File: src/rtl/grap_io_pkg.sv
// Shared types and constants for the graphics-controller I/O access sequencer.
package grap_io_pkg;

    typedef enum logic [2:0] {
        IDLE  = 3'd0,
        DATA  = 3'd1,
        RDREQ = 3'd2,
        RDCAP = 3'd3,
        WAIT  = 3'd4,
        DONE  = 3'd5
    } state_t;

    localparam logic [15:0] GR_IDX_ADDR = 16'h03CE;
    localparam logic [15:0] GR_DAT_ADDR = 16'h03CF;

    localparam int unsigned WAIT_CNT_W = 4;
    localparam int unsigned IDX_W      = 8;

    // Index is backed by a real register-file entry
    function automatic logic idx_impl(input logic [IDX_W-1:0] idx, input logic [IDX_W-1:0] max_idx);
        return idx <= max_idx;
    endfunction

    // Post-increment with wrap at (or beyond) the top implemented index
    function automatic logic [IDX_W-1:0] idx_wrap_inc(input logic [IDX_W-1:0] idx,
                                                       input logic [IDX_W-1:0] max_idx);
        return (idx >= max_idx) ? IDX_W'(0) : idx + IDX_W'(1);
    endfunction

endpackage

File: src/rtl/grap_io_seq_if.sv
// Host I/O bus as seen by the sequencer: strobes, address, data and ready.
interface grap_io_seq_if;
    logic        h_iord;
    logic        h_iowr;
    logic        h_io_16;
    logic [15:0] h_io_addr;
    logic [15:0] h_io_dbus;
    logic [15:0] h_io_rdata;
    logic        h_ready_n;

    modport master (
        output h_iord, h_iowr, h_io_16, h_io_addr, h_io_dbus,
        input  h_io_rdata, h_ready_n
    );

    modport slave (
        input  h_iord, h_iowr, h_io_16, h_io_addr, h_io_dbus,
        output h_io_rdata, h_ready_n
    );
endinterface

File: src/rtl/grap_io_edge.sv
// Host strobe sampling: level, qualified rising edge (rd+wr together is rejected) and falling edge.
module grap_io_edge (
    input  logic h_hclk,
    input  logic h_reset_n,
    input  logic iord,
    input  logic iowr,
    output logic str_lvl,
    output logic rise_c,
    output logic fall_c
);

    logic str_q;
    logic str_d;
    logic err_q;

    always_ff @(posedge h_hclk or negedge h_reset_n) begin
        if (!h_reset_n) begin
            str_q <= 1'b0;
            str_d <= 1'b0;
            err_q <= 1'b0;
        end else begin
            str_q <= iord | iowr;
            str_d <= str_q;
            err_q <= iord & iowr;
        end
    end

    assign str_lvl = str_q;
    assign rise_c  = str_q & ~str_d & ~err_q;
    assign fall_c  = str_d & ~str_q;

endmodule

File: src/rtl/grap_io_seq.sv
// Host I/O sequencer for the graphics register file at 3CE/3CF.
// Optional index post-increment on data accesses: define GRAP_IDX_AUTOINC_EN.
module grap_io_seq
    import grap_io_pkg::*;
#(
    parameter int unsigned WAIT_CYC = 1,
    parameter int unsigned MAX_IDX  = 8
) (
    input  logic             h_hclk,
    input  logic             h_reset_n,
    grap_io_seq_if.slave     host,
    input  logic [IDX_W-1:0] rf_rdata,
    output logic [IDX_W-1:0] rf_idx,
    output logic             rf_wr,
    output logic             rf_rd,
    output logic [IDX_W-1:0] rf_wdata,
    output logic             seq_busy
);

`ifdef GRAP_IDX_AUTOINC_EN
    localparam bit AUTOINC = 1'b1;
`else
    localparam bit AUTOINC = 1'b0;
`endif

    localparam logic [WAIT_CNT_W-1:0] WAIT_LOAD    = WAIT_CNT_W'(WAIT_CYC);
    localparam logic [IDX_W-1:0]      MAX_IDX_V    = IDX_W'(MAX_IDX);
    localparam state_t                WAIT_OR_DONE = (WAIT_CYC == 0) ? DONE : WAIT;

    logic str_lvl;
    logic rise_c;
    logic fall_c;

    state_t state;
    state_t state_nx;

    logic [WAIT_CNT_W-1:0] cnt,      cnt_nx;
    logic [IDX_W-1:0]      idx_q,    idx_nx;
    logic [IDX_W-1:0]      wdata_q,  wdata_nx;
    logic [15:0]           rdata_q,  rdata_nx;
    logic                  dat_q,    dat_nx;
    logic                  wr_q,     wr_nx;
    logic                  rd_q,     rd_nx;
    logic                  rdy_n_q,  rdy_n_nx;
    logic                  busy_q,   busy_nx;

    logic hit_c;
    logic is_dat_c;

    grap_io_edge u_edge (
        .h_hclk    (h_hclk),
        .h_reset_n (h_reset_n),
        .iord      (host.h_iord),
        .iowr      (host.h_iowr),
        .str_lvl   (str_lvl),
        .rise_c    (rise_c),
        .fall_c    (fall_c)
    );

    assign is_dat_c = (host.h_io_addr == GR_DAT_ADDR);
    assign hit_c    = is_dat_c || (host.h_io_addr == GR_IDX_ADDR);

    // State register
    always_ff @(posedge h_hclk or negedge h_reset_n) begin
        if (!h_reset_n) state <= IDLE;
        else            state <= state_nx;
    end

    // Next state; a dropped strobe aborts any access not yet in DONE
    always_comb begin
        state_nx = state;
        case (state)
            IDLE: begin
                if (rise_c && hit_c) begin
                    if (host.h_iowr) state_nx = (is_dat_c || host.h_io_16) ? DATA : WAIT_OR_DONE;
                    else             state_nx = is_dat_c ? RDREQ : WAIT_OR_DONE;
                end
            end
            DATA:    state_nx = WAIT_OR_DONE;
            RDREQ:   state_nx = RDCAP;
            RDCAP:   state_nx = WAIT_OR_DONE;
            WAIT:    if (cnt <= WAIT_CNT_W'(1)) state_nx = DONE;
            DONE:    if (fall_c) state_nx = IDLE;
            default: state_nx = IDLE;
        endcase
        if (state != IDLE && state != DONE && !str_lvl) state_nx = IDLE;
    end

    // Datapath and registered-output next values, aligned with the state being entered
    always_comb begin
        idx_nx   = idx_q;
        wdata_nx = wdata_q;
        rdata_nx = rdata_q;
        cnt_nx   = cnt;
        dat_nx   = dat_q;

        if (state == IDLE && state_nx != IDLE) begin
            dat_nx = is_dat_c;
            if (host.h_iowr) begin
                if (is_dat_c) begin
                    wdata_nx = host.h_io_dbus[15:8];
                end else begin
                    idx_nx = host.h_io_dbus[7:0];
                    if (host.h_io_16) wdata_nx = host.h_io_dbus[15:8];
                end
            end else if (!is_dat_c) begin
                rdata_nx[7:0] = idx_q;
            end
        end

        if (state == RDCAP)
            rdata_nx[15:8] = idx_impl(idx_q, MAX_IDX_V) ? rf_rdata : 8'h00;

        if (state_nx == WAIT && state != WAIT) cnt_nx = WAIT_LOAD;
        else if (state == WAIT)                cnt_nx = cnt - WAIT_CNT_W'(1);

        if (AUTOINC && dat_q && state != IDLE && state != DONE && state_nx == DONE)
            idx_nx = idx_wrap_inc(idx_q, MAX_IDX_V);

        wr_nx    = (state_nx == DATA)  && idx_impl(idx_nx, MAX_IDX_V);
        rd_nx    = (state_nx == RDREQ) && idx_impl(idx_nx, MAX_IDX_V);
        rdy_n_nx = (state_nx != DONE);
        busy_nx  = (state_nx != IDLE);
    end

    always_ff @(posedge h_hclk or negedge h_reset_n) begin
        if (!h_reset_n) begin
            cnt     <= '0;
            idx_q   <= '0;
            wdata_q <= '0;
            rdata_q <= '0;
            dat_q   <= 1'b0;
            wr_q    <= 1'b0;
            rd_q    <= 1'b0;
            rdy_n_q <= 1'b1;
            busy_q  <= 1'b0;
        end else begin
            cnt     <= cnt_nx;
            idx_q   <= idx_nx;
            wdata_q <= wdata_nx;
            rdata_q <= rdata_nx;
            dat_q   <= dat_nx;
            wr_q    <= wr_nx;
            rd_q    <= rd_nx;
            rdy_n_q <= rdy_n_nx;
            busy_q  <= busy_nx;
        end
    end

    assign rf_idx          = idx_q;
    assign rf_wdata        = wdata_q;
    assign rf_wr           = wr_q;
    assign rf_rd           = rd_q;
    assign seq_busy        = busy_q;
    assign host.h_io_rdata = rdata_q;
    assign host.h_ready_n  = rdy_n_q;

endmodule
File: src/flat_wrapper.sv
// flat-port wrapper written by rule: the top's interface ports become plain ports
module grap_io_seq_flat import grap_io_pkg::*;
#(
    parameter int unsigned WAIT_CYC = 1,
    parameter int unsigned MAX_IDX  = 8
)
  (h_hclk, h_reset_n, rf_rdata, rf_idx, rf_wr, rf_rd, rf_wdata, seq_busy, host_h_iord, host_h_iowr, host_h_io_16, host_h_io_addr, host_h_io_dbus, host_h_io_rdata, host_h_ready_n);
  grap_io_seq_if host_i ();
  input  logic h_hclk;
  input  logic h_reset_n;
  input  logic [IDX_W-1:0] rf_rdata;
  output logic [IDX_W-1:0] rf_idx;
  output logic rf_wr;
  output logic rf_rd;
  output logic [IDX_W-1:0] rf_wdata;
  output logic seq_busy;
  input wire logic [$bits(host_i.h_iord)-1:0] host_h_iord;
  input wire logic [$bits(host_i.h_iowr)-1:0] host_h_iowr;
  input wire logic [$bits(host_i.h_io_16)-1:0] host_h_io_16;
  input wire logic [$bits(host_i.h_io_addr)-1:0] host_h_io_addr;
  input wire logic [$bits(host_i.h_io_dbus)-1:0] host_h_io_dbus;
  output wire logic [$bits(host_i.h_io_rdata)-1:0] host_h_io_rdata;
  output wire logic [$bits(host_i.h_ready_n)-1:0] host_h_ready_n;
  assign host_i.h_iord = host_h_iord;
  assign host_i.h_iowr = host_h_iowr;
  assign host_i.h_io_16 = host_h_io_16;
  assign host_i.h_io_addr = host_h_io_addr;
  assign host_i.h_io_dbus = host_h_io_dbus;
  assign host_h_io_rdata = host_i.h_io_rdata;
  assign host_h_ready_n = host_i.h_ready_n;
  grap_io_seq #(.WAIT_CYC(WAIT_CYC), .MAX_IDX(MAX_IDX)) u_core (.h_hclk(h_hclk), .h_reset_n(h_reset_n), .host(host_i), .rf_rdata(rf_rdata), .rf_idx(rf_idx), .rf_wr(rf_wr), .rf_rd(rf_rd), .rf_wdata(rf_wdata), .seq_busy(seq_busy));
endmodule
File: config.mk
export PLATFORM = sky130hd
export DESIGN_NAME = grap_io_seq_flat
export DESIGN_NICKNAME = d
export VERILOG_FILES = /design/src/rtl/grap_io_pkg.sv /design/src/rtl/grap_io_seq_if.sv /design/src/rtl/grap_io_edge.sv /design/src/rtl/grap_io_seq.sv /design/src/flat_wrapper.sv
export SDC_FILE = /design/constraint.sdc
export NUM_CORES = 1
export LEC_CHECK = 0
export CORE_MARGIN = 3
export CORE_UTILIZATION = 41
export CTS_BUF_LIST = sky130_fd_sc_hd__clkbuf_2
export DETAILED_ROUTE_END_ITERATION = 10
export PLACE_DENSITY = 0.82
export SLEW_MARGIN = 25
export SYNTH_ARGS = -nofsm -noshare
export SYNTH_HDL_FRONTEND = slang
export SYNTH_SLANG_ARGS = --single-unit
File: constraint.sdc
create_clock -name h_hclk -period 2.09 [get_ports h_hclk]
set_clock_uncertainty 0.15 [all_clocks]
set_input_delay 0.418 -clock h_hclk [delete_from_list [all_inputs] [get_ports h_hclk]]
set_output_delay 0.418 -clock h_hclk [all_outputs]
set_load 0.005 [all_outputs]
; ---- Yosys cells after proc, flatten, opt, wreduce, memory -nomap -nowiden
; Cells that the tools add are included.
; Widths: inputs -> output; s select.
[word_totals]
wordCells = 74
register_bits = 46
out_inout_bits = 36
[classes]
addsub = 1
eq_ne = 13
bitwise = 10
reduce_logical = 18
order_cmp = 3
muxes = 16
[ops]
columns = operator, count
row1 = $mux 8, 6
row2 = $eq 16x10->1 const B, 2
row3 = $mux 3, 7
row4 = $le 8x4->1 const B, 2
row5 = $pmux 3 s5, 1
row6 = $eq 3x2->1 const B, 3
row7 = $eq 3x3->1 const B, 3
row8 = $ne 3x3->1 const B, 3
row9 = $mux 4, 2
row10 = $logic_and 1x1->1, 7
row11 = $eq 3x1->1 const B, 2
row12 = $reduce_and 3->1, 2
row13 = $reduce_bool 3->1, 2
row14 = $not 1->1, 5
row15 = $and 1x1->1, 4
row16 = $le 4x1->1 const B, 1
row17 = $reduce_bool 2->1, 2
row18 = $sub 4x1->4 const B, 1
row19 = $logic_not 3->1, 1
row20 = $logic_or 1x1->1, 2
row21 = $reduce_or 2->1, 1
row22 = $logic_not 1->1, 1
row23 = $or 1x1->1, 1

; ---- Longest topological paths before layout
[logic_depth]
word_depth = 12
mapped_depth = 7
depth_no_buf = 6

; ---- Modules after synthesis
; Synthesis repeated with hierarchy kept, for this count alone.
[hier_totals]
cells_unflattened = 160
hier_area_um2 = 2142.1
[by_module_without_submodules]
columns = mod, instances, seq_area_each_um2, cells_each, area_per_inst_um2
row1 = grap_io_seq, 1, 1077.3, 153, 2034.5
row2 = grap_io_edge, 1, 75.1, 7, 107.6

; ---- Least setup slack after synthesis
; No wires, ideal clock.
[synth_path]
kind = register -> register
startpoint = register u_core.state[1]
endpoint = register u_core.rdata_q[0] (netlist: u_core.host.h_io_rdata[0])
path_slack_ps = 78
t_required_ps = 1815
stages_incl_launch_ff = 8
arrival_ps = 1737
path_cell_list = dfrtp_1 buf_6 nor4bb_1 and4_1 buf_6 nand3_4 nor3_4 mux2_2
[synth_between]
elab_chain_cells = 7
word_cells_on_any_way = 19
[synth_rtl]
columns = element, line_no
row1 = from (decl), grap_io_seq.sv:34  ; state_t state;
row2 = from (signal assigned), grap_io_seq.sv:66  ; else state <= state_nx;
row3 = "$eq 3x1->1, or another cell as far along", grap_io_seq.sv:72  ; case (state)
row4 = $reduce_or 2->1 (no line) / $logic_and 1x1->1 (equally long branches), -
row5 = $pmux 3 s5 / $logic_and 1x1->1 (equally long branches), "grap_io_seq.sv:72, grap_io_seq.sv:86"
row6 = $mux 3, grap_io_seq.sv:86  ; if (state != IDLE && state != DONE && !str_lvl) state_nx = IDLE;
row7 = $reduce_bool 3->1, grap_io_seq.sv:97  ; if (state == IDLE && state_nx != IDLE) begin
row8 = $logic_and 1x1->1 *, grap_io_seq.sv:97
row9 = $reduce_and 3->1 (no line) *, -
row10 = to (signal assigned), grap_io_seq.sv:141  ; rdata_q <= rdata_nx;
row11 = to (decl), grap_io_seq.sv:40  ; logic [15:0] rdata_q, rdata_nx;
; Mark *: on every way between the ends. The rest lies on a longest branch, timed or not.
; A chain may end at the register's enable or synchronous reset.

; ---- Worst setup path after layout
[layout_path]
startpoint = input port host_h_io_addr[11]
endpoint = register u_core.wdata_q[4] (netlist: u_core.rf_wdata[4])
[layout_between]
elab_chain_cells = 10
word_cells_on_any_way = 16
[layout_rtl]
columns = element, line_no
row1 = from (decl), flat_wrapper.sv:20  ; input wire logic [$bits(host_i.h_io_addr)-1:0] host_h_io_addr;
row2 = $eq 16x10->1, grap_io_seq.sv:60  ; assign is_dat_c = (host.h_io_addr == GR_DAT_ADDR);
row3 = $logic_or 1x1->1, grap_io_seq.sv:75  ; if (host.h_iowr) state_nx = (is_dat_c || host.h_io_16) ? DATA : WAIT_OR_DONE;
row4 = $mux 3 (2 in series), grap_io_seq.sv:75
row5 = $mux 3, grap_io_seq.sv:74  ; if (rise_c && hit_c) begin
row6 = $pmux 3 s5, grap_io_seq.sv:72
row7 = $mux 3, grap_io_seq.sv:86
row8 = $reduce_bool 3->1, grap_io_seq.sv:97
row9 = $logic_and 1x1->1, grap_io_seq.sv:97
row10 = $reduce_and 3->1 (no line), -
row11 = to (signal assigned), grap_io_seq.sv:140  ; wdata_q <= wdata_nx;
row12 = to (decl), grap_io_seq.sv:39  ; logic [IDX_W-1:0] wdata_q, wdata_nx;
; Several ways; a longest one is shown, not always the timed one.

==> summary.txt <==
CTS
  • H-tree depth: 2
  • Total CTS buffers: 5
  • Num Clock Sinks: 46
  • Clock root buffer: clkbuf_2
  • Clock buffer depth: 2
  • Postcts setup bufs: 0
  • Reg clk slew, reported paths: between 0.2 and 0.25 ns
  • CTS tree: done
  • Clk_lat worst skew: 0.43 ns

Timing
  • Fin. max-slew vios: 0
  • Post-route setup TNS: 0 ns
  • Final number of setup-violating endpoints: 0
  • Final Cycle Share: ~98%
  • Final hold slack: 0.237 ns
  • Actual slew at the worst max-slew pin: 0.429 ns
  • Slew margin rel.: 71.3%
  • Fmax achieved: about 490 MHz
  • Unrepaired setup endpoints after global routing: yes
  • Final hold viol count: 0
  • Min Tclk post-route: 2.06 ns

Routing
  • Total wire length: between 5 and 6 mm
  • 1st-iter DRT viols: 81
  • Routed Antenna Nets: 0
  • Drt drc: 0
  • WL per Instance: between 10 and 15 um
  • Vias per std cell: 5.02
  • Drt first pass iters: 4
  • DR vias: ~1800

Floorplan
  • Die footprint: 6060 um^2
  • Die Width: ~80 um
  • I/O pin count: 81
  • Area of the core: 4850 um^2
  • Initial Util: 43.7%
  • Std-Cell Rows: 25
  • Die Ht: 77.9 um

Setup path
  • Setup Crit Path Kind: input port to flop
  • Critical path data arrival time: around 2.3 ns
  • WP data required: 2.29 ns
  • CP max FO: 4
  • CP Launch Type: input port
  • Setup crit end kind: flop

GRT
  • GRT Util Overall: 17.8%
  • GR Overflow Total: 0
  • Largest net degree at the start of global routing: 35
  • Initial antenna violation count: 0
  • First-pass GRT wire length: 8.67 mm
  • Vias in the first global route: 1840

Synth
  • Register area share after synthesis: 54.4%
  • Most numerous cell in the Yosys netlist: dfrtp_1
  • Syn Inst Count: 180
  • Area leader, netlist: dfrtp_1
  • Library cells used by synthesis: 42
  • Largest family of logic cells by synthesized area: simple AND/OR/NAND/NOR gates
  • Top cells by count, synth: dfrtp_1, mux2_2, nand2_1
  • Net Count, Synth: approximately 230
  • Post-synth ARST share: 100%
  • Post-synth EDFFs: 0
  • Post-synthesis compound-gate area fraction: about 8.9%
  • Yosys reg bits: 46
  • Synth Area per Inst: 11.8 um^2
  • Synth Area in Simple Gates: between 10% and 20%
  • Post-synth top flop: dfrtp_1
  • Largest cells by area after synthesis: dfrtp_1, mux2_2, nand2_1
  • Synth Area in Adders: about 1.2%
  • Total standard cell area after synthesis: about 2100 um^2
  • Yosys top cell area share: 53.2%
  • YS warnings: 0
  • XOR/XNOR Fraction of Synth Area: 0.414%
  • Post-synthesis mux area share: 13.2%

Placement
  • Buffers on Ports: 80
  • Detailed Place HPWL: 3.85 mm
  • Final GP Congestion: 0.815
  • Placed Instance Area: 3170 um^2

Cells and area
  • Net count, final: between 300 and 400
  • Share of layout cells above drive strength 1: 25.0%
  • Layout area overhead: 55.4%
  • Ant. Diodes: 0
  • Post-Layout Inst Area: around 3300 um^2
  • Fill count: 361

Power and ir drop
  • P_leak: 0.00151 uW
  • Max VDD drop: around 0.00035 V
  • Pwr Density: roughly 690 nW/um^2

Outcome
  • Status: finished, final reports clean

Flow run
  • Max cap viols: 0

Hold path
  • Worst min path class: input port to async pin
==> repair_timing <==
action	4_1_cts	5_1_grt
endpoints found under the setup margin	0	33
gates resized for setup	0	8
hold buffers	1	0
endpoints found under the hold margin	44	0
==> final timing paths <==
kind / end / from / depth (start not counted) / slack [ns]
max: u_core.rf_wdata[4] / host_h_io_addr[11] / 7 / 0.03
min: u_core.host.h_io_rdata[12] / h_reset_n / 2 / 0.24
max reg2reg: u_core.rf_wdata[4] / u_core.state[1] / 6 / 0.12
min reg2reg: u_core.host.h_io_rdata[9] / u_core.host.h_io_rdata[9] / 2 / 0.36
max in group asynchronous: u_core.state[1] / h_reset_n / 3 / 1.09
min in group h_hclk: u_core.host.h_io_rdata[9] / u_core.host.h_io_rdata[9] / 2 / 0.36
==> power breakdown <==
group,internal (uW),leakage (uW),switching (uW)
sequential,986,0.000596,78.7
combinational,361,0.000873,324
clock,205,0.0000433,302
total,1550,0.00151,705
==> placed cells by master, fill, tap and decap left out, drive strengths merged, types with 2 or more instances in the layout <==
cell type / instances
or2: 2
nand4b: 2
clkbuf: 5
o21a: 3
nor3: 5
a21oi: 10
nand3: 5
nor2b: 3
buf: 26
nor4b: 2
inv: 3
clkdlybuf4s50: 78
or4: 3
nor2: 5
o21ai: 12
nand4: 4
or3: 3
dfrtp: 45
nor3b: 3
nand2: 21
nor4bb: 2
ha: 2
mux2: 24
==> flip-flops by register name (all words and copies together) (netlist names) <==
name	count
u_core.rf_rd	1
u_core.rf_wr	1
u_core.state	3
u_core.host.h_ready_n	1
u_core.u_edge.str_d	1
u_core.rf_wdata	8
u_core.seq_busy	1
u_core.u_edge.str_lvl	1
u_core.rf_idx	8
u_core.host.h_io_rdata	16
u_core.cnt	4
u_core.u_edge.err_q	1
==> metrics by stage <==
stage / util (%) / std cells / worst slack, ns / total power, uW
floorplan: - / 180 / 0.0784 / 1420
global placement: 65.4 / 346 / -0.425 / 1710
detailed placement: 65.4 / 346 / -0.437 / 1740
CTS: 67.0 / 355 / 0.0306 / 2250
global route: 67.9 / 355 / -0.0108 / 2400
finish: 67.9 / 355 / 0.0335 / 2260
==> cells by family (layout without fill, tap and decap cells) <==
| group | count (synthesis) | in the layout |
|---|---|---|
| mux | 25 | 25 |
| fa+ha+maj | 2 | 2 |
| buf+inv | 8 | 116 |
| flops | 46 | 46 |
| compound gates | 31 | 31 |
| xor+xnor | 1 | 1 |
| simple gates | 67 | 67 |
==> final cells by class <==
cell class	count	area, um^2	share of cell area [%]
Timing Repair Buffer	106	1020	31.0
Multi-Input combinational cell	126	957	29.1
Clock buffer	5	25.0	0.760
Sequential cell	46	1150	35.0
Inverter	2	7.51	0.228
Clock inverter	3	43.8	1.33
Tap cell	67	83.8	2.55
==> worst max-delay path, cell delays in order <==
cell             delay [ns]
clkdlybuf4s50_1        0.47
nor4b_2                0.35
and4_4                 0.29
buf_4                  0.14
nand4_2                0.12
buf_4                  0.19
mux2_2                 0.27
==> metal layers <==
metal / global-route usage [%] / vias to the layer above / part of all wire (%) / routed length (um)
met5: 0 / - / 0 / 0
met4: 4.80 / 0 / 0.89 / 46
met3: 4.87 / 6 / 6.2 / 317
met2: 28.8 / 51 / 50 / 2560
met1: 23.4 / 856 / 43 / 2220
li1: - / 869 / - / -
Note: power is estimated with default switching activity, not from simulation.
